## config.mk

```make
export PLATFORM = sky130hd
export DESIGN_NAME = pwm_fade_sequencer
export DESIGN_NICKNAME = d
export VERILOG_FILES = /design/src/rtl/pwm_pkg.sv /design/src/rtl/pwm_generator.sv /design/src/rtl/pwm_fade_sequencer.sv
export SDC_FILE = /design/constraint.sdc
export NUM_CORES = 1
export LEC_CHECK = 0
export BUFFER_PORTS_ARGS = -buffer_cell sky130_fd_sc_hd__buf_2
export CAP_MARGIN = 20
export CORE_MARGIN = 1.5
export CORE_UTILIZATION = 55
export DETAILED_ROUTE_END_ITERATION = 12
export PLACE_DENSITY = 0.86
export SLEW_MARGIN = 0
export SYNTH_ARGS = -nofsm -noshare
export SYNTH_HDL_FRONTEND = slang
export SYNTH_SLANG_ARGS = --single-unit
```

## constraint.sdc

```tcl
create_clock -name i_clk -period 2.53 [get_ports i_clk]
set_input_delay 0.506 -clock i_clk [delete_from_list [all_inputs] [get_ports i_clk]]
set_output_delay 0.506 -clock i_clk [all_outputs]
set_load 0.1 [all_outputs]
```

## src/rtl/pwm_pkg.sv

```systemverilog
// Shared definitions for the pwm-directory blocks: fade FSM state encoding and width.
package pwm_pkg;

    localparam int unsigned STATE_WIDTH = 2;

    typedef enum logic [STATE_WIDTH-1:0] {
        StIdle = 2'd0,
        StRise = 2'd1,
        StHold = 2'd2,
        StFall = 2'd3
    } pwm_state_e;

endpackage

```

## src/rtl/pwm_generator.sv

```systemverilog
// Free-running PWM counter with a shadow duty register that only updates at period wrap,
// so a duty change never produces a runt pulse.
module pwm_generator #(
    parameter int unsigned DUTY_WIDTH = 8
) (
    input  logic                  i_clk,
    input  logic                  i_rst_n,
    input  logic [DUTY_WIDTH-1:0] i_duty,
    output logic                  o_pwm
);

    localparam logic [DUTY_WIDTH-1:0] DutyMax = {DUTY_WIDTH{1'b1}};

    logic [DUTY_WIDTH-1:0] cnt_q;
    logic [DUTY_WIDTH-1:0] shadow_q;
    logic                  pwm_q;

    always_ff @(posedge i_clk or negedge i_rst_n) begin
        if (!i_rst_n) begin
            cnt_q    <= '0;
            shadow_q <= '0;
            pwm_q    <= 1'b0;
        end else begin
            cnt_q <= cnt_q + DUTY_WIDTH'(1);
            if (cnt_q == DutyMax) begin
                shadow_q <= i_duty;
            end
            pwm_q <= (cnt_q < shadow_q);
        end
    end

    assign o_pwm = pwm_q;

endmodule

```

## src/rtl/pwm_fade_sequencer.sv

```systemverilog
// Fade sequencer: ramps duty up on ticks, holds for a number of beats, ramps down, then
// signals completion; drives a glitch-free PWM generator.
module pwm_fade_sequencer
    import pwm_pkg::*;
#(
    parameter int unsigned DUTY_WIDTH = 8,
    parameter int unsigned FADE_STEP  = 4,
    parameter int unsigned HOLD_BEATS = 2
) (
    input  logic                   i_clk,
    input  logic                   i_rst_n,
    input  logic                   i_enable,
    input  logic                   i_tick_stb,
    input  logic                   i_beat_stb,
    output logic                   o_pwm,
    output logic [DUTY_WIDTH-1:0]  o_duty,
    output logic [STATE_WIDTH-1:0] o_state,
    output logic                   o_cycle_done
);

    // A zero-width counter is illegal, so HOLD_BEATS=0 still gets one bit.
    localparam int unsigned BeatWidth = (HOLD_BEATS > 0) ? $clog2(HOLD_BEATS + 1) : 1;
    localparam logic [BeatWidth-1:0]  HoldBeatsW = BeatWidth'(HOLD_BEATS);
    localparam logic [DUTY_WIDTH:0]   MaxExt     = {1'b0, {DUTY_WIDTH{1'b1}}};
    localparam logic [DUTY_WIDTH:0]   StepExt    = (DUTY_WIDTH + 1)'(FADE_STEP);

    pwm_state_e            state_q, state_d;
    logic [DUTY_WIDTH-1:0] duty_q, duty_d;
    logic [BeatWidth-1:0]  beat_q, beat_d;
    logic                  done_q, done_d;

    logic [DUTY_WIDTH:0]   rise_sum;
    logic [BeatWidth-1:0]  beat_inc;

    assign rise_sum = {1'b0, duty_q} + StepExt;
    assign beat_inc = beat_q + BeatWidth'(1);

    always_ff @(posedge i_clk or negedge i_rst_n) begin
        if (!i_rst_n) begin
            state_q <= StIdle;
            duty_q  <= '0;
            beat_q  <= '0;
            done_q  <= 1'b0;
        end else begin
            state_q <= state_d;
            duty_q  <= duty_d;
            beat_q  <= beat_d;
            done_q  <= done_d;
        end
    end

    always_comb begin
        state_d = state_q;
        duty_d  = duty_q;
        beat_d  = beat_q;
        done_d  = 1'b0;
        unique case (state_q)
            StIdle: begin
                duty_d = '0;
                if (i_beat_stb && i_enable) begin
                    state_d = StRise;
                end
            end
            StRise: begin
                // Losing enable mid-ramp fades out from wherever duty currently sits.
                if (!i_enable) begin
                    state_d = StFall;
                end else if (i_tick_stb) begin
                    if (rise_sum >= MaxExt) begin
                        duty_d  = MaxExt[DUTY_WIDTH-1:0];
                        beat_d  = '0;
                        state_d = StHold;
                    end else begin
                        duty_d = rise_sum[DUTY_WIDTH-1:0];
                    end
                end
            end
            StHold: begin
                if (!i_enable || (HOLD_BEATS == 0)) begin
                    state_d = StFall;
                end else if (i_beat_stb) begin
                    beat_d = beat_inc;
                    if (beat_inc == HoldBeatsW) begin
                        state_d = StFall;
                    end
                end
            end
            StFall: begin
                if (i_tick_stb) begin
                    if ({1'b0, duty_q} <= StepExt) begin
                        duty_d  = '0;
                        state_d = StIdle;
                        done_d  = 1'b1;
                    end else begin
                        duty_d = duty_q - StepExt[DUTY_WIDTH-1:0];
                    end
                end
            end
            default: state_d = StIdle;
        endcase
    end

    pwm_generator #(
        .DUTY_WIDTH(DUTY_WIDTH)
    ) u_pwm_generator (
        .i_clk  (i_clk),
        .i_rst_n(i_rst_n),
        .i_duty (duty_q),
        .o_pwm  (o_pwm)
    );

    assign o_duty       = duty_q;
    assign o_state      = state_q;
    assign o_cycle_done = done_q;

endmodule

```

# Yosys cells after proc, flatten, opt, wreduce, memory -nomap -nowiden
# Index checks and enable logic that the tools add are counted.
[word_totals]
reg_bits = 30
in_bits = 5
out_inout_bits = 12
wordCells = 63
[op_classes]
add_sub_neg = 4
n_lt_le_gt_ge = 3
n_eq_ne = 17
n_mux = 25
n_reduce_logical = 7
[ops]
columns = ["op", "count"]
rows = [
  ["$mux 8", 5],
  ["$mux 2", 14],
  ["$pmux 8 s3", 1],
  ["$ne 2x2->1 const B", 8],
  ["$ne 3x3->1 const B", 4],
  ["$add 8x3->9 const B", 1],
  ["$ge 9x8->1 const B", 1],
  ["$add 8x1->8 const B", 1],
  ["$eq 8x8->1 const B", 1],
  ["$le 8x3->1 const B", 1],
  ["$lt 8x8->1", 1],
  ["$pmux 2 s4", 1],
  ["$sub 8x3->8 const B", 1],
  ["$reduce_and 7->1", 1],
  ["$eq 2x2->1 const B", 3],
  ["$reduce_and 6->1", 1],
  ["$pmux 2 s2", 1],
  ["$reduce_and 4->1", 1],
  ["$mux 1", 3],
  ["$reduce_bool 3->1", 1],
  ["$add 2x1->2 const B", 1],
  ["$eq 2x1->1 const B", 1],
  ["$logic_not 2->1", 1],
  ["$reduce_bool 2->1", 1],
  ["$logic_and 1x1->1", 1],
]

# Logic depth before layout (Yosys ltp)
[logic_depth]
ltp_word = 6
mapped_depth = 8
mapped_depth_nobuf = 8

# Cells and area by module
# Synthesis repeated with hierarchy kept, for this count alone.
[unflattened]
cells_unflattened = 191
area_unflattened_um2 = 1891.8
[by_module_without_submodules]
columns = ["mod", "n_inst", "cells_per_inst", "area_each_um2", "seq_area_each_um2"]
rows = [
  ["pwm_fade_sequencer", 1, 122, 1018.5, 300.3],
  ["pwm_generator", 1, 69, 873.3, 425.4],
]

# Worst setup path after synthesis
# OpenSTA, ideal clock, no wires.
[synth_path]
path_type = "flip-flop to flip-flop"
start = "register state_q[0] (netlist: o_state[0])"
end = "register duty_q[7] (netlist: o_duty[7])"
setup_time_ns = 0.121
arrival_ns = 2.553
t_required_ns = 2.409
path_slack_ns = -0.144
path_stages_with_launch = 8
path_buffers = 1
period_less_slack_ns = 2.674
cell_sequence = "dfrtp_1 inv_1 ha_1 a211o_1 o21ai_0 clkbuf_1 o21ai_0 a22o_1"
[synth_via]
elab_chain_len = 3
word_cells_on_any_way = 9
cone_classes = "5 x eq/ne; 1 x mux; 3 x reduce/logical"
[synth_lines]
columns = ["element", "line", "source"]
rows = [
  ["start, declared", "pwm_fade_sequencer.sv:27", "pwm_state_e state_q, state_d;"],
  ["start signal, assigned", "pwm_fade_sequencer.sv:40", "state_q <= StIdle;"],
  ["start signal, assigned", "pwm_fade_sequencer.sv:45", "state_q <= state_d;"],
  ["$eq 2x1->1 (tied with other cells)", "pwm_fade_sequencer.sv:57", "unique case (state_q)"],
  ["$ne 2x2->1 (no source line) / $reduce_bool 3->1 (equally long branches)", "--", ""],
  ["$reduce_and 4->1 (no source line)", "--", ""],
  ["end signal, assigned", "pwm_fade_sequencer.sv:46", "duty_q <= duty_d;"],
  ["end, declared", "pwm_fade_sequencer.sv:28", "logic [DUTY_WIDTH-1:0] duty_q, duty_d;"],
]
# Several ways; a longest one is shown, not always the timed one.
# A chain may end at the register's enable or synchronous reset.

# Worst setup path after layout
[layout_path]
start = "register state_q[1] (netlist: o_state[1])"
end = "register state_q[1] (netlist: o_state[1])"
[layout_via]
elab_chain_len = 3
word_cells_on_any_way = 13
cone_classes = "10 x eq/ne; 1 x mux; 2 x reduce/logical"
[layout_lines]
columns = ["element", "line"]
rows = [
  ["$eq 2x2->1 (tied with other cells)", "pwm_fade_sequencer.sv:57"],
  ["$ne 3x3->1 (no source line) / $ne 2x2->1 (equally long branches)", "--"],
  ["$reduce_and 7->1 (no source line)", "--"],
]
# Several ways; a longest one is shown, not always the timed one.

==> metrics.yaml <==
crit_fanout: 14
grt_start_max_net_pins: 29
p_per_area_nw_per_um2: 1176
use_met2_pct: 38.04
p_seq_share_pct: 28.4
nFillCells: 281
grt_pass1_wl_mm: 6.251
path_clk_slew_ps: 170
synthDistinctLibCells: 46
synth_edf_count: 0
drc: 0
async_flop_share_pct: 100.0
timing.final.crit_share_pct: 84.36
fmax_mhz: 468.5
gp_congestion: 0.8484
syn_inst: 200
clock_skew_ps: 11.56
fp.dieH_um: 60.49
slew_violations: 0
hpwl_mm: 2.486
ir_worst_vdd_mv: 1.230
hold_viol_final: 0
synth_area_leaders: "dfrtp_1, ha_1, o21ai_0"
dieArea_um2: 3659
met3_usage_pct: 3.198
n_antenna_cell: 0
grt.total_usage_pct: 22.41
power.switching_mw: 1.196
drt_wl_total_mm: 3.577
finalSetupViolCount: 0
p_int_mw: 1.129
rows: 20
drv_cap: 0
tns_ps: 0
p_comb_share_pct: 58.6
yosysTopAreaCell: "dfrtp_1"
end_kind: "flip-flop"
initial_core_util_pct: 58.59
synth_area_per_cell_um2: 9.090
ys_ff_latch: 28
drive_above_1_share_pct: 16.36
first_pass_iters: 4
rsz0062_at_grt: "false"
use_met1_pct: 29.30
worstSetupStartpointType: "flip-flop"
crit_path_start: "o_state[1]$_DFFE_PN0P_"
min_path_type: "in -> async"
vias_per_cell: 5.647
cts_hold_buffers: 0
final_nets: 237
syn2layout_area_growth_pct: 8.741
slew_headroom_pct: 57.75
power.leakage_nw: 0.9231
ys_seq_area_share_pct: 38.54
ant_nets: 0
antenna_found_initial: 0
io_pins: 17
io_buffers: 16
clockPowerShare_pct: 13.0
cp.required_ps: 2780
htreeDepth: 1
status: "finished clean"
layout_min_cycle_time_ps: 2134
cts_tree: "done"
cts-root-buf: "clkbuf_4"
netlist_area_um2: 1818
grt_pass1_vias: 1449
fin_total_pwr_mw: 2.324
drtIter0Drc: 97
post_drt_wl_per_cell_um: 13.86
cts_setup_buffers: 0
vias: 1457
cts_made_buffers: 3
insertion_delay_ps: 340
whs_ps: 154.6
cts.sinks: 28
sw_frac_of_total_pct: 51.44
worstReg2RegStart: "o_state[1]$_DFFE_PN0P_"
ys.warnings.count: 0
criticalPathCategory: "reg -> reg"
crit_arrival_ps: 2380
coreArea_um2: 3103
cts_buffer_depth: 2
overflow: 0
grt-busiest-layer: "met2"
tightest_slew_ps: 633.7
synthesis.nets: 222
synth-main-ff-cell: "dfrtp_1"
cts_resized: 0
fp.dieW_um: 60.49
ff2ff_path_depth: 8
yosysTopAreaCellShare_pct: 38.54
==> area by class of cell <==
class / instances / area, um^2 / area share [%]
clock inverter: 1 / 30.03 / 1.519
clock buffer: 3 / 22.52 / 1.139
timing repair buffer: 18 / 95.09 / 4.810
sequential: 28 / 704.4 / 35.63
multi-input combinational: 145 / 998.5 / 50.51
tap: 44 / 55.05 / 2.785
inverter: 19 / 71.32 / 3.608
==> state kept, by name, indices dropped and copies added (netlist names) <==
signal                    flops
u_pwm_generator.o_pwm         1
o_duty                        7
u_pwm_generator.cnt_q         8
u_pwm_generator.shadow_q      7
o_state                       2
beat_q                        2
o_cycle_done                  1
==> kinds of logic (layout without fill, tap and decap cells) <==
logic type,count (synthesis),in the layout,synth area share (%)
flip-flops,28,28,38.54
buffers and inverters,27,41,6.538
XOR/XNOR,9,9,4.336
multiplexers,3,3,1.996
AO/OA/AOI/OAI,57,57,21.20
AND/OR/NAND/NOR,59,59,15.69
adder cells (fa/ha/maj),17,17,11.70
==> power by group through the flow <==
| stage | Clock, mW | Combinational, mW | Sequential [mW] |
|---|---|---|---|
| final | 0.302 | 1.36 | 0.660 |
| after floorplan | 0 | 0.779 | 0.988 |
| after detailed placement | 0 | 1.35 | 0.665 |
| after global routing | 0.329 | 1.48 | 0.672 |
| after CTS | 0.310 | 1.36 | 0.658 |
| after global placement | 0 | 1.32 | 0.657 |
==> layer usage <==
layer	vias up	part of all wire, %
li1	726	-
met1	698	47
met2	29	49
met3	4	3.0
met4	0	0.98
met5	-	0
==> cell usage after synthesis (all sizes together), types with 3 or more instances <==
cell    number
a21oi        7
clkbuf       3
a211oi       3
nand2       21
nor2        12
ha          17
a21boi       3
o21ai       22
nand3        9
nor3         5
inv         19
xnor2        5
o21a         3
a21o         4
a22o         3
xor2         4
buf          5
dfrtp       28
==> stage by stage <==
stage / cells / utilization, % / instance area, um^2 / setup slack, ps
after floorplan: 200 / - / 1822 / 5.658
after global routing: 258 / 63.71 / 1977 / 189.9
after CTS: 258 / 63.71 / 1977 / 411.8
final: 258 / 63.71 / 1977 / 395.6
after global placement: 254 / 62.02 / 1924 / 530.4
after detailed placement: 254 / 62.02 / 1924 / 438.7
==> critical path: stages (launching register included) <==
cell      delay [ps]
dfrtp_2          490
inv_1            110
ha_1             440
nand2_1          170
a21oi_1          210
a211oi_2          70
a21boi_2         190
o21ai_2           70
mux2_4           310
==> cell usage in the layout (no fill, tap or decap), types with 2 or more instances in the layout <==
cell / Yosys / layout
nand3_1: 9 / 9
ha_1: 17 / 17
a21o_1: 4 / 4
o21ai_0: 20 / 20
nand2_1: 21 / 21
buf_2: 2 / 16
a22o_1: 3 / 3
a21oi_1: 7 / 7
dfrtp_1: 28 / 25
nor2b_1: 2 / 2
o21a_1: 3 / 3
xor2_1: 4 / 4
xnor2_1: 5 / 5
nor3_1: 5 / 5
buf_4: 2 / 2
a211oi_1: 2 / 2
inv_1: 19 / 19
o22ai_1: 2 / 2
dfrtp_2: 0 / 3
o21ai_2: 2 / 2
or2_2: 2 / 2
nand4_1: 2 / 2
nor2_1: 12 / 12
clkbuf_4: 0 / 3
nand2b_1: 2 / 2
==> worst paths after layout <==
check | end | slack, ps
min in group i_clk | u_pwm_generator.cnt_q[0]$_DFF_PN0_ | 510
setup / recovery | o_state[1]$_DFFE_PN0P_ | 400
max in group asynchronous | o_state[1]$_DFFE_PN0P_ | 1930
hold / removal | o_duty[7]$_DFFE_PN0P_ | 150
hold reg to reg | u_pwm_generator.cnt_q[0]$_DFF_PN0_ | 510
setup reg to reg | o_state[1]$_DFFE_PN0P_ | 400
No activity file was read; power rests on OpenSTA's default activity.
